$ cat src/rtl/instr_fetch_unit.sv
// Instruction fetch stage: owns the PC, issues in-order word fetches over req/gnt/rvalid,
// buffers returned words in a small prefetch queue and redirects on a consumed taken branch.
module instr_fetch_unit #(
    parameter int          DEPTH    = 2,
    parameter logic [31:0] RESET_PC = 32'h0000_0000
) (
    input  logic        clk,
    input  logic        reset,
    output logic        imem_req,
    output logic [31:0] imem_addr,
    input  logic        imem_gnt,
    input  logic        imem_rvalid,
    input  logic [31:0] imem_rdata,
    output logic        instr_valid,
    input  logic        instr_ready,
    output logic [31:0] Instr,
    output logic [31:0] PCPlus8,
    input  logic        PCSrc,
    input  logic [31:0] PCTarget
);

    localparam int AW = (DEPTH > 1) ? $clog2(DEPTH) : 1;
    localparam int CW = $clog2(DEPTH + 1);
    localparam logic [CW:0] DEPTH_C = (CW + 1)'(DEPTH);

    typedef enum logic [1:0] {BOOT, RUN, DRAIN} state_t;

    state_t          state_q, state_d;
    logic [31:0]     fetch_pc_q, fetch_pc_d;
    logic [CW-1:0]   outst_q, outst_d;

    logic [31:0]     q_data_q [DEPTH];
    logic [31:0]     q_tag_q  [DEPTH];
    logic [AW-1:0]   q_head_q, q_head_d, q_tail_q, q_tail_d;
    logic [CW-1:0]   q_cnt_q, q_cnt_d;

    logic [31:0]     t_fifo_q [DEPTH];
    logic [AW-1:0]   t_head_q, t_head_d, t_tail_q, t_tail_d;

    logic issue, grant, rsp, pop, redirect, push, tpush;

    // Budget counts in-flight plus buffered words so a response always has a slot.
    assign issue    = (state_q == RUN) && (({1'b0, outst_q} + {1'b0, q_cnt_q}) < DEPTH_C);
    assign grant    = issue && imem_gnt;
    assign rsp      = imem_rvalid && (outst_q != '0);
    assign pop      = instr_valid && instr_ready;
    assign redirect = pop && PCSrc;
    assign push     = rsp && (state_q == RUN) && !redirect;
    assign tpush    = grant && !redirect;

    assign imem_req    = issue;
    assign imem_addr   = fetch_pc_q;
    assign instr_valid = (q_cnt_q != '0);
    assign Instr       = instr_valid ? q_data_q[q_head_q] : 32'h0;
    assign PCPlus8     = instr_valid ? (q_tag_q[q_head_q] + 32'd8) : 32'h0;

    always_comb begin
        state_d    = state_q;
        fetch_pc_d = fetch_pc_q;
        outst_d    = outst_q + CW'(grant) - CW'(rsp);
        q_head_d   = q_head_q;
        q_tail_d   = q_tail_q;
        q_cnt_d    = q_cnt_q;
        t_head_d   = t_head_q;
        t_tail_d   = t_tail_q;

        if (grant) fetch_pc_d = fetch_pc_q + 32'd4;

        if (redirect) begin
            fetch_pc_d = PCTarget & 32'hFFFF_FFFC;
            q_head_d   = '0;
            q_tail_d   = '0;
            q_cnt_d    = '0;
            t_head_d   = '0;
            t_tail_d   = '0;
        end else begin
            if (push) q_tail_d = q_tail_q + 1'b1;
            if (pop)  q_head_d = q_head_q + 1'b1;
            q_cnt_d = q_cnt_q + CW'(push) - CW'(pop);
            if (tpush) t_tail_d = t_tail_q + 1'b1;
            if (push)  t_head_d = t_head_q + 1'b1;
        end

        case (state_q)
            BOOT:    state_d = RUN;
            RUN:     if (redirect && (outst_d != '0)) state_d = DRAIN;
            DRAIN:   if (outst_d == '0) state_d = RUN;
            default: state_d = BOOT;
        endcase
    end

    always_ff @(posedge clk or negedge reset) begin
        if (!reset) begin
            state_q    <= BOOT;
            fetch_pc_q <= RESET_PC;
            outst_q    <= '0;
            q_head_q   <= '0;
            q_tail_q   <= '0;
            q_cnt_q    <= '0;
            t_head_q   <= '0;
            t_tail_q   <= '0;
        end else begin
            state_q    <= state_d;
            fetch_pc_q <= fetch_pc_d;
            outst_q    <= outst_d;
            q_head_q   <= q_head_d;
            q_tail_q   <= q_tail_d;
            q_cnt_q    <= q_cnt_d;
            t_head_q   <= t_head_d;
            t_tail_q   <= t_tail_d;
        end
    end

    // Storage needs no reset: occupancy and pointers gate every read.
    always_ff @(posedge clk) begin
        if (push) begin
            q_data_q[q_tail_q] <= imem_rdata;
            q_tag_q[q_tail_q]  <= t_fifo_q[t_head_q];
        end
        if (tpush) t_fifo_q[t_tail_q] <= fetch_pc_q;
    end

endmodule
$ cat config.mk
export PLATFORM = sky130hd
export DESIGN_NAME = instr_fetch_unit
export DESIGN_NICKNAME = d
export VERILOG_FILES = /design/src/rtl/instr_fetch_unit.sv
export SDC_FILE = /design/constraint.sdc
export NUM_CORES = 1
export LEC_CHECK = 0
export BUFFER_PORTS_ARGS = -buffer_cell sky130_fd_sc_hd__buf_4
export CORE_AREA = 4 4 146 148
export CTS_BUF_LIST = sky130_fd_sc_hd__clkbuf_8 sky130_fd_sc_hd__clkbuf_16
export DETAILED_ROUTE_END_ITERATION = 6
export DIE_AREA = 0 0 150 152
export PLACE_DENSITY = 0.74
export SYNTH_ARGS = -nofsm -noshare
export SYNTH_HDL_FRONTEND = slang
export SYNTH_SLANG_ARGS = --single-unit
$ cat constraint.sdc
create_clock -name clk -period 4.55 [get_ports clk]
set_input_delay 1.1375 -clock clk [delete_from_list [all_inputs] [get_ports clk]]
set_output_delay 1.1375 -clock clk [all_outputs]
set_load 0.05 [all_outputs]
==> impl_results.md, run 1 <==
* Slew @ Worst Pin at 1.01 ns
* Hold Buf Count CTS at 0
* Clock Tree Root: clkbuf_16
* Layout area overhead at 23.3%
* Vias in the first global route at 6,096
* Clock sinks at 224
* Combined area of the multi-input logic cells at 3260 um2
* Postcts setup bufs at 0
* Synth Flop Type: edfxtp_1
* Post-DP HPWL at 13,700 um
* DIE AREA at 22,800 um2
* Worst Setup Start Kind: register
* Fin Setup TNS at 0 ns
* Initial core utilization at 49.5%
* Total GRT Usage at 17.1%
* Fmax at 0.229 GHz
* Core Area at 20,000 um2
* Critical path type: reg2out
* Post-synth top area share at 55.7%
* Vias per inst at 5.31
* Compound-cell area share of the yosys netlist at 5.02%
* Seq/Total Area, Yosys at 65.8%
* Clock power share at 18.5%
* Reg2reg start: q_cnt_q[0]
* Net Switching at 4.42 mW
* Max-cap viol count at 0
* Post-route ant nets at 0
* Final period util at 95.9%
* Crit path DAT at 3.22 ns
* Post-synth EDFFs at 184
* Post-synthesis mux area share at 9.80%
* Yosys warnings at 0
* Final min period at 4.36 ns
* Antenna Cells at 0
* Reg2Reg Depth at 12
* Mapped Avg Cell Area at 13.9 um2
* Final Power at 9.99 mW
* Routed wire length per instance at 17.2 um
* Global-route wire length before repair at 31,800 um
* Clock skew at 0.0158 ns
* Max_slew headroom at 32.4%
* Synth Area in Simple Gates at 11.8%
* XOR/XNOR share of the synthesized area at 4.42%
* Crit path max fanout at 56
* Clock transition at path regs at 0.06 ns
* Synth top area cells: edfxtp_1, dfrtp_1, mux2i_1
* Setup-failing EPs final at 0
* Sequential cell area at 6530 um2
* Layout Nets at 952
* Worst reg2reg setup slack at 1.20 ns
* Crit end category: primary output
* Largest net degree at the start of global routing at 63
* Post-synthesis adder-cell area fraction at 0.959%
* Flop pwr share at 34.6%
* Met3 GRT Util at 3.46%
* Switching Fraction at 44.2%
* CTS buffer count at 23
* # port buffers at 161
* Initial antenna violation count at 0
* Worst path slowest cell: or4_1
* # resized after CTS at 0
* Vias at 6,166
* Peak supply drop at 513 uV
* Met2 GRT Util at 27.2%
* Hold Startpoint: state_q[0]
* Fill cells at 1,579
* RSZ-0062 raised after global routing: no
* Grt ovf at 0
* Yosys reg bits at 224
* R2r endpoint: state_q[0]
* Leakage at 4.64 nW
* Synth Instances at 712
* WHS Endpoint: state_q[0]
* Num ports at 168
* Internal at 5.57 mW
* # DRC at 0
* Maximum clock path buffer count at 3
* Worst EP required at 3.41 ns
* Post-synth ARST share at 17.9%
* Placer Congestion at 0.773
* Met1 Usage GRT at 24.2%
* Yosys cell types at 60
* Class of the most critical hold timing path: reg2reg
* Comb pwr share at 46.9%
* Main combinational cell family by area after synthesis: simple AND/OR/NAND/NOR gates
* WL final at 20,000 um
* Top cell type by total area after synthesis: edfxtp_1
* H-tree levels at 1
* Layout cell share with drive strength beyond 1 at 30.0%
* CTS tree: built
* Router iterations before antenna repair at 5
* Netlist Area Pre-Place at 9910 um2
* Die X-Extent at 150 um
* Cells on Worst Hold Path at 1
* Slowest Stage Delay on Critical Path at 0.58 ns
* Final Hold Violating Endpoints at 0
* DR iter-0 viols at 284
* GR peak layer: met2
* Worst-Skew Late Latency at 0.52 ns
* FP Rows at 52
* CP cell instances: buf_12, and3b_1, o221ai_1, or3b_1, or4_1, a21oi_4, buf_4
* Max-slew violations at 0
* Die height at 152 um
* PwrDens at 817 nW/um2
* Outcome: completed
==> per-layer routing <==
metal | part of all wire (%) | vias to the layer above
met5 | 0 | -
met4 | 2.0 | 0
met3 | 6.8 | 30
met2 | 46 | 188
met1 | 45 | 2970
li1 | - | 2978
==> cell families after synthesis <==
| logic type | Yosys count |
|---|---|
| AOI/OAI and AO/OA | 74 |
| xor gates and xnor gates | 50 |
| buffers and inverters | 45 |
| DFF | 224 |
| adders and majority gates | 7 |
| and+or+nand+nor | 219 |
| other | 1 |
| muxes | 92 |
==> state kept, by name, indices dropped and copies added, names as in the netlist <==
register and flops:
t_head_q 1, q_head_q 1, outst_q 2, t_fifo_q 60, q_data_q 64, imem_addr 30
q_tag_q 60, q_tail_q 1, t_tail_q 1, state_q 2, q_cnt_q 2
==> final cells by class <==
| type | count | area share (%) |
|---|---|---|
| flip-flops and latches | 224 | 53.4 |
| multi-input cells | 446 | 26.7 |
| repair buffers | 170 | 10.6 |
| clock buffers | 23 | 4.71 |
| well taps | 270 | 2.76 |
| clock inverters | 19 | 1.46 |
| inverters | 10 | 0.307 |
==> worst max-delay path: cells and delay by family (launching register included) <==
kind / cells / cell delay (ns)
AND/OR/NAND/NOR: 3 / 1.37
AO/OA/AOI/OAI: 2 / 0.37
flip-flops: 1 / 0.51
buffers and inverters: 2 / 0.43
==> layout by cell type (no fill, tap or decap), types with 3 or more instances in the layout <==
cell type  count
and3_1         9
clkinv_2       4
o31ai_1        4
or4_1          3
edfxtp_1     184
or3_1          5
mux2i_1       52
nand2_1       54
ha_1           6
a31oi_1        3
o211ai_1       3
clkinv_1       5
nor2_1        64
nand4b_4       3
nand4_1       18
mux2_2        40
nand3_1       22
and2_1         4
clkbuf_16     23
dfrtp_1       39
inv_1         13
bufinv_16      3
nor3_4         3
o21ai_0       37
buf_4        168
xor2_1        32
a21oi_1        4
xnor2_1       18
and3b_1        3
conb_1         4
and4_1         7
nor3b_1        3
nor3_1         5
==> power by group through the flow <==
stage	Clock [mW]	Sequential [mW]	Combinational, mW
2_1_floorplan	0	3.81	2.96
3_3_place_gp	0	3.46	4.67
3_5_place_dp	0	3.49	4.72
4_1_cts	1.90	3.45	4.74
5_1_grt	1.98	3.54	4.99
6_report	1.85	3.46	4.69
==> cells in the mapped netlist (9+ instances only) <==
cell type,count
edfxtp_1,184
nor2_1,66
nand2_1,54
mux2i_1,52
dfrtp_1,40
mux2_2,40
o21ai_0,37
xor2_1,32
nand3_1,22
nand4_1,18
xnor2_1,18
clkbuf_1,16
and3_1,11
inv_1,9
==> metrics by stage <==
step / hold WS, ns / instances / cell area [um2] / setup WS [ns] / util [%]
CTS: 0.513 / 1162 / 12200 / 0.0431 / 60.9
global route: 0.545 / 1162 / 12200 / 0.0325 / 61.0
detailed placement: 0.505 / 1120 / 11500 / 0.600 / 57.2
floorplan: 0.477 / 715 / 9960 / 0.0245 / -
finish: 0.513 / 1162 / 12200 / 0.189 / 61.0
global placement: 0.495 / 1120 / 11500 / 0.635 / 57.2
==> worst max-delay path by stage <==
stage	start	endpoint	slack [ns]
floorplan	q_head_q	PCPlus8[29]	0.02
global placement	q_head_q	PCPlus8[29]	0.64
detailed placement	q_head_q	PCPlus8[29]	0.60
CTS	q_head_q	PCPlus8[29]	0.04
global route	q_head_q	PCPlus8[29]	0.03
finish	q_head_q	PCPlus8[31]	0.19
(Power assumes the default switching activity.)
==> run 2, diff against run 1 <==
CORE_AREA = 5 5 206 208   (was 4 4 146 148)
DIE_AREA = 0 0 211 213   (was 0 0 150 152)
PLACE_DENSITY = not set   (was 0.74)
SKIP_LAST_GASP = 1   (was not set)
==> run 2 against run 1 <==
Effect of this change:
- maximum frequency decreased by 1.7%
- count of clock-buffer cells in the layout increased by 2
- non-clock buffer count increased by 3
- first-iteration DRC count increased by 14%
- clock skew decreased by 0.0072 ns
- combinational power increased by 3%
- cell count increased by 23%
- register-to-register slack got worse by 0.14 ns
- sequential cell count unchanged
- critical endpoint unchanged
- largest power group unchanged
==> impl_results.md, run 2 (synthesis results as in run 1) <==
* Max-cap viol count at 0 (unchanged)
* Worst Setup Start Kind: register
* Vias per inst at 4.31 (-19%)
* Worst-Skew Late Latency at 0.54 ns (+0.02 ns)
* Worst setup path endpoint: PCPlus8[31]
* Outcome: completed
* Max-slew violations at 0 (unchanged)
* Initial antenna violation count at 0 (unchanged)
* Grt ovf at 0 (unchanged)
* Worst reg2reg setup slack at 1.06 ns (-0.14 ns)
* Largest register FFs at 64 (unchanged)
* DIE AREA at 44,900 um2 (+97%)
* DP Area at 11,800 um2 (+3.3%)
* Vias at 6,158 (-0.13%)
* Crit path max fanout at 57 (+1.8%)
* Final period util at 97.6% (+1.7 points)
* Final Non-Filler Cells at 1,429 (+23%)
* RSZ-0062 raised after global routing: no
* # DRC at 0 (unchanged)
* Fill cells at 4,090 (+160%)
* Layout Nets at 957 (+0.53%)
* Final min period at 4.44 ns (+0.0775 ns)
* CTS buffer count at 25 (+8.7%)
* Worst path slowest cell: or4_1
* Peak supply drop at 408 uV (-20%)
* Slowest Stage Delay on Critical Path at 0.57 ns (about the same)
* CTS tree: built
* Largest regs: q_data_q (64), q_tag_q (60), t_fifo_q (60)
* Worst EP required at 3.41 ns (about the same)
* Reg2reg start: q_cnt_q[0]
* Leakage at 4.68 nW (+0.86%)
* Clock sinks at 224 (unchanged)
* Core Area at 40,400 um2 (+100%)
* Largest net degree at the start of global routing at 63 (unchanged)
* Post-route ant nets at 0 (unchanged)
* Layout area overhead at 27.5%
* Final Hold Violating Endpoints at 0 (unchanged)
* Clock skew at 0.00863 ns (-0.00718 ns)
* H-tree levels at 1 (unchanged)
* PwrDens at 811 nW/um2 (-0.73%)
* Setup-failing EPs final at 0 (unchanged)
* Maximum clock path buffer count at 3 (unchanged)
* Initial core utilization at 24.6% (-25 points)
* Clock transition at path regs at 0.06 ns (about the same)
* Most frequent cells in the layout: edfxtp_1, buf_4, nor2_1, nand2_1, mux2i_1
* Routed wire length per instance at 17.0 um (-1.5%)
* Vias in the first global route at 6,399 (+5.0%)
* Placed Cells at 1,385 (+24%)
* Num ports at 168 (unchanged)
* Final instance area at 12,600 um2 (+3.4%)
* Critical path type: reg2out
* Die height at 213 um (+40%)
* Layout cell share with drive strength beyond 1 at 30.9% (+0.84 points)
* Total GRT Usage at 10.6% (-6.5 points)
* DR iter-0 viols at 325 (+14%)
* R2r endpoint: state_q[0]
* Worst Setup SP: q_head_q
* CP cell instances: buf_16, and3b_1, o221ai_1, or3b_4, or4_1, a21oi_4, buf_4
* Class of the most critical hold timing path: reg2reg
* Max_slew headroom at 50.4% (+18 points)
* Crit end category: primary output
* WL final at 24,300 um (+21%)
* Commonest non-fill, non-tap cell in the layout: edfxtp_1
* Router iterations before antenna repair at 4 (-1)
* Post-DP HPWL at 17,100 um (+25%)
* Fin Setup TNS at 0 ns (unchanged)
* # port buffers at 161 (unchanged)
* Most flop-heavy register: q_data_q
* Placer Congestion at 0.741 (-4.1%)
* Global-route wire length before repair at 37,600 um (+18%)
* Die X-Extent at 211 um (+41%)
* FP Rows at 74 (+42%)
* Clock Tree Root: clkbuf_16
* Slew @ Worst Pin at 0.738 ns (-0.277 ns)
* Antenna Cells at 0 (unchanged)
* Crit path DAT at 3.30 ns (+0.08 ns)
* Reg2Reg Depth at 12 (unchanged)
* Fmax at 0.225 GHz (-1.7%)
==> run 2: changes by cell type in the layout (fill, tap and decap cells not counted), moves of 2 or more <==
cell and delta:
clkbuf_16 +2, clkinv_1 -3, clkinv_2 +2, clkinv_4 +2
==> run 2: how the worst min path moves through the flow <==
stage / cells after the start / startpoint / to
detailed placement: 1 / state_q[0] / state_q[0]
global route: 1 / t_fifo_q[1][5] / q_tag_q[1][5]
finish: 1 / state_q[0] / state_q[0]
CTS: 1 / state_q[0] / state_q[0]
floorplan: 1 / state_q[0] / state_q[0]
global placement: 1 / state_q[0] / state_q[0]
==> run 2: area by class of cell <==
cell class / instances / area [um2] / area share [%]
Sequential cell: 224 / 6530 / 51.7
Clock inverter: 19 / 165 / 1.31
Timing Repair Buffer: 173 / 1360 / 10.7
Tap cell: 532 / 666 / 5.27
Clock buffer: 25 / 626 / 4.95
Inverter: 10 / 37.5 / 0.297
Multi-Input combinational cell: 446 / 3260 / 25.8
==> run 2: power by group <==
part	leakage [nW]	total [mW]	switching (mW)	internal (mW)
combinational	2.10	4.85	3.35	1.50
sequential	2.17	3.47	0.463	3.01
clock	0.403	1.94	0.820	1.12
==> run 2: critical path: cells and delay by family (launching register included) <==
kind | cells | cell delay [ns]
flops | 1 | 0.52
compound gates | 2 | 0.42
simple gates | 3 | 1.34
buf+inv | 2 | 0.45
==> run 2: routing by layer <==
layer	GRT usage (%)	wire length, um
met3	2.10	1250
met5	0	0
met4	2.55	577
met1	14.5	11300
met2	17.3	11100
==> run 2: timing repair <==
action                                 CTS  global route
resized for setup                        0             3
setup endpoints to repair                0             2
endpoints found under the hold margin    0             0
hold buffers                             0             0
setup buffers                            0             0
==> run 2: stage by stage <==
| stage | utilization (%) | hold slack, ns | worst slack, ns | total power, mW |
|---|---|---|---|---|
| after floorplan | - | 0.477 | 0.0245 | 6.78 |
| after global placement | 29.3 | 0.497 | 0.633 | 8.37 |
| after detailed placement | 29.3 | 0.538 | 0.598 | 8.43 |
| after CTS | 31.3 | 0.549 | 0.00449 | 10.4 |
| after global routing | 31.3 | 0.578 | 0.00445 | 10.8 |
| final | 31.3 | 0.548 | 0.111 | 10.3 |
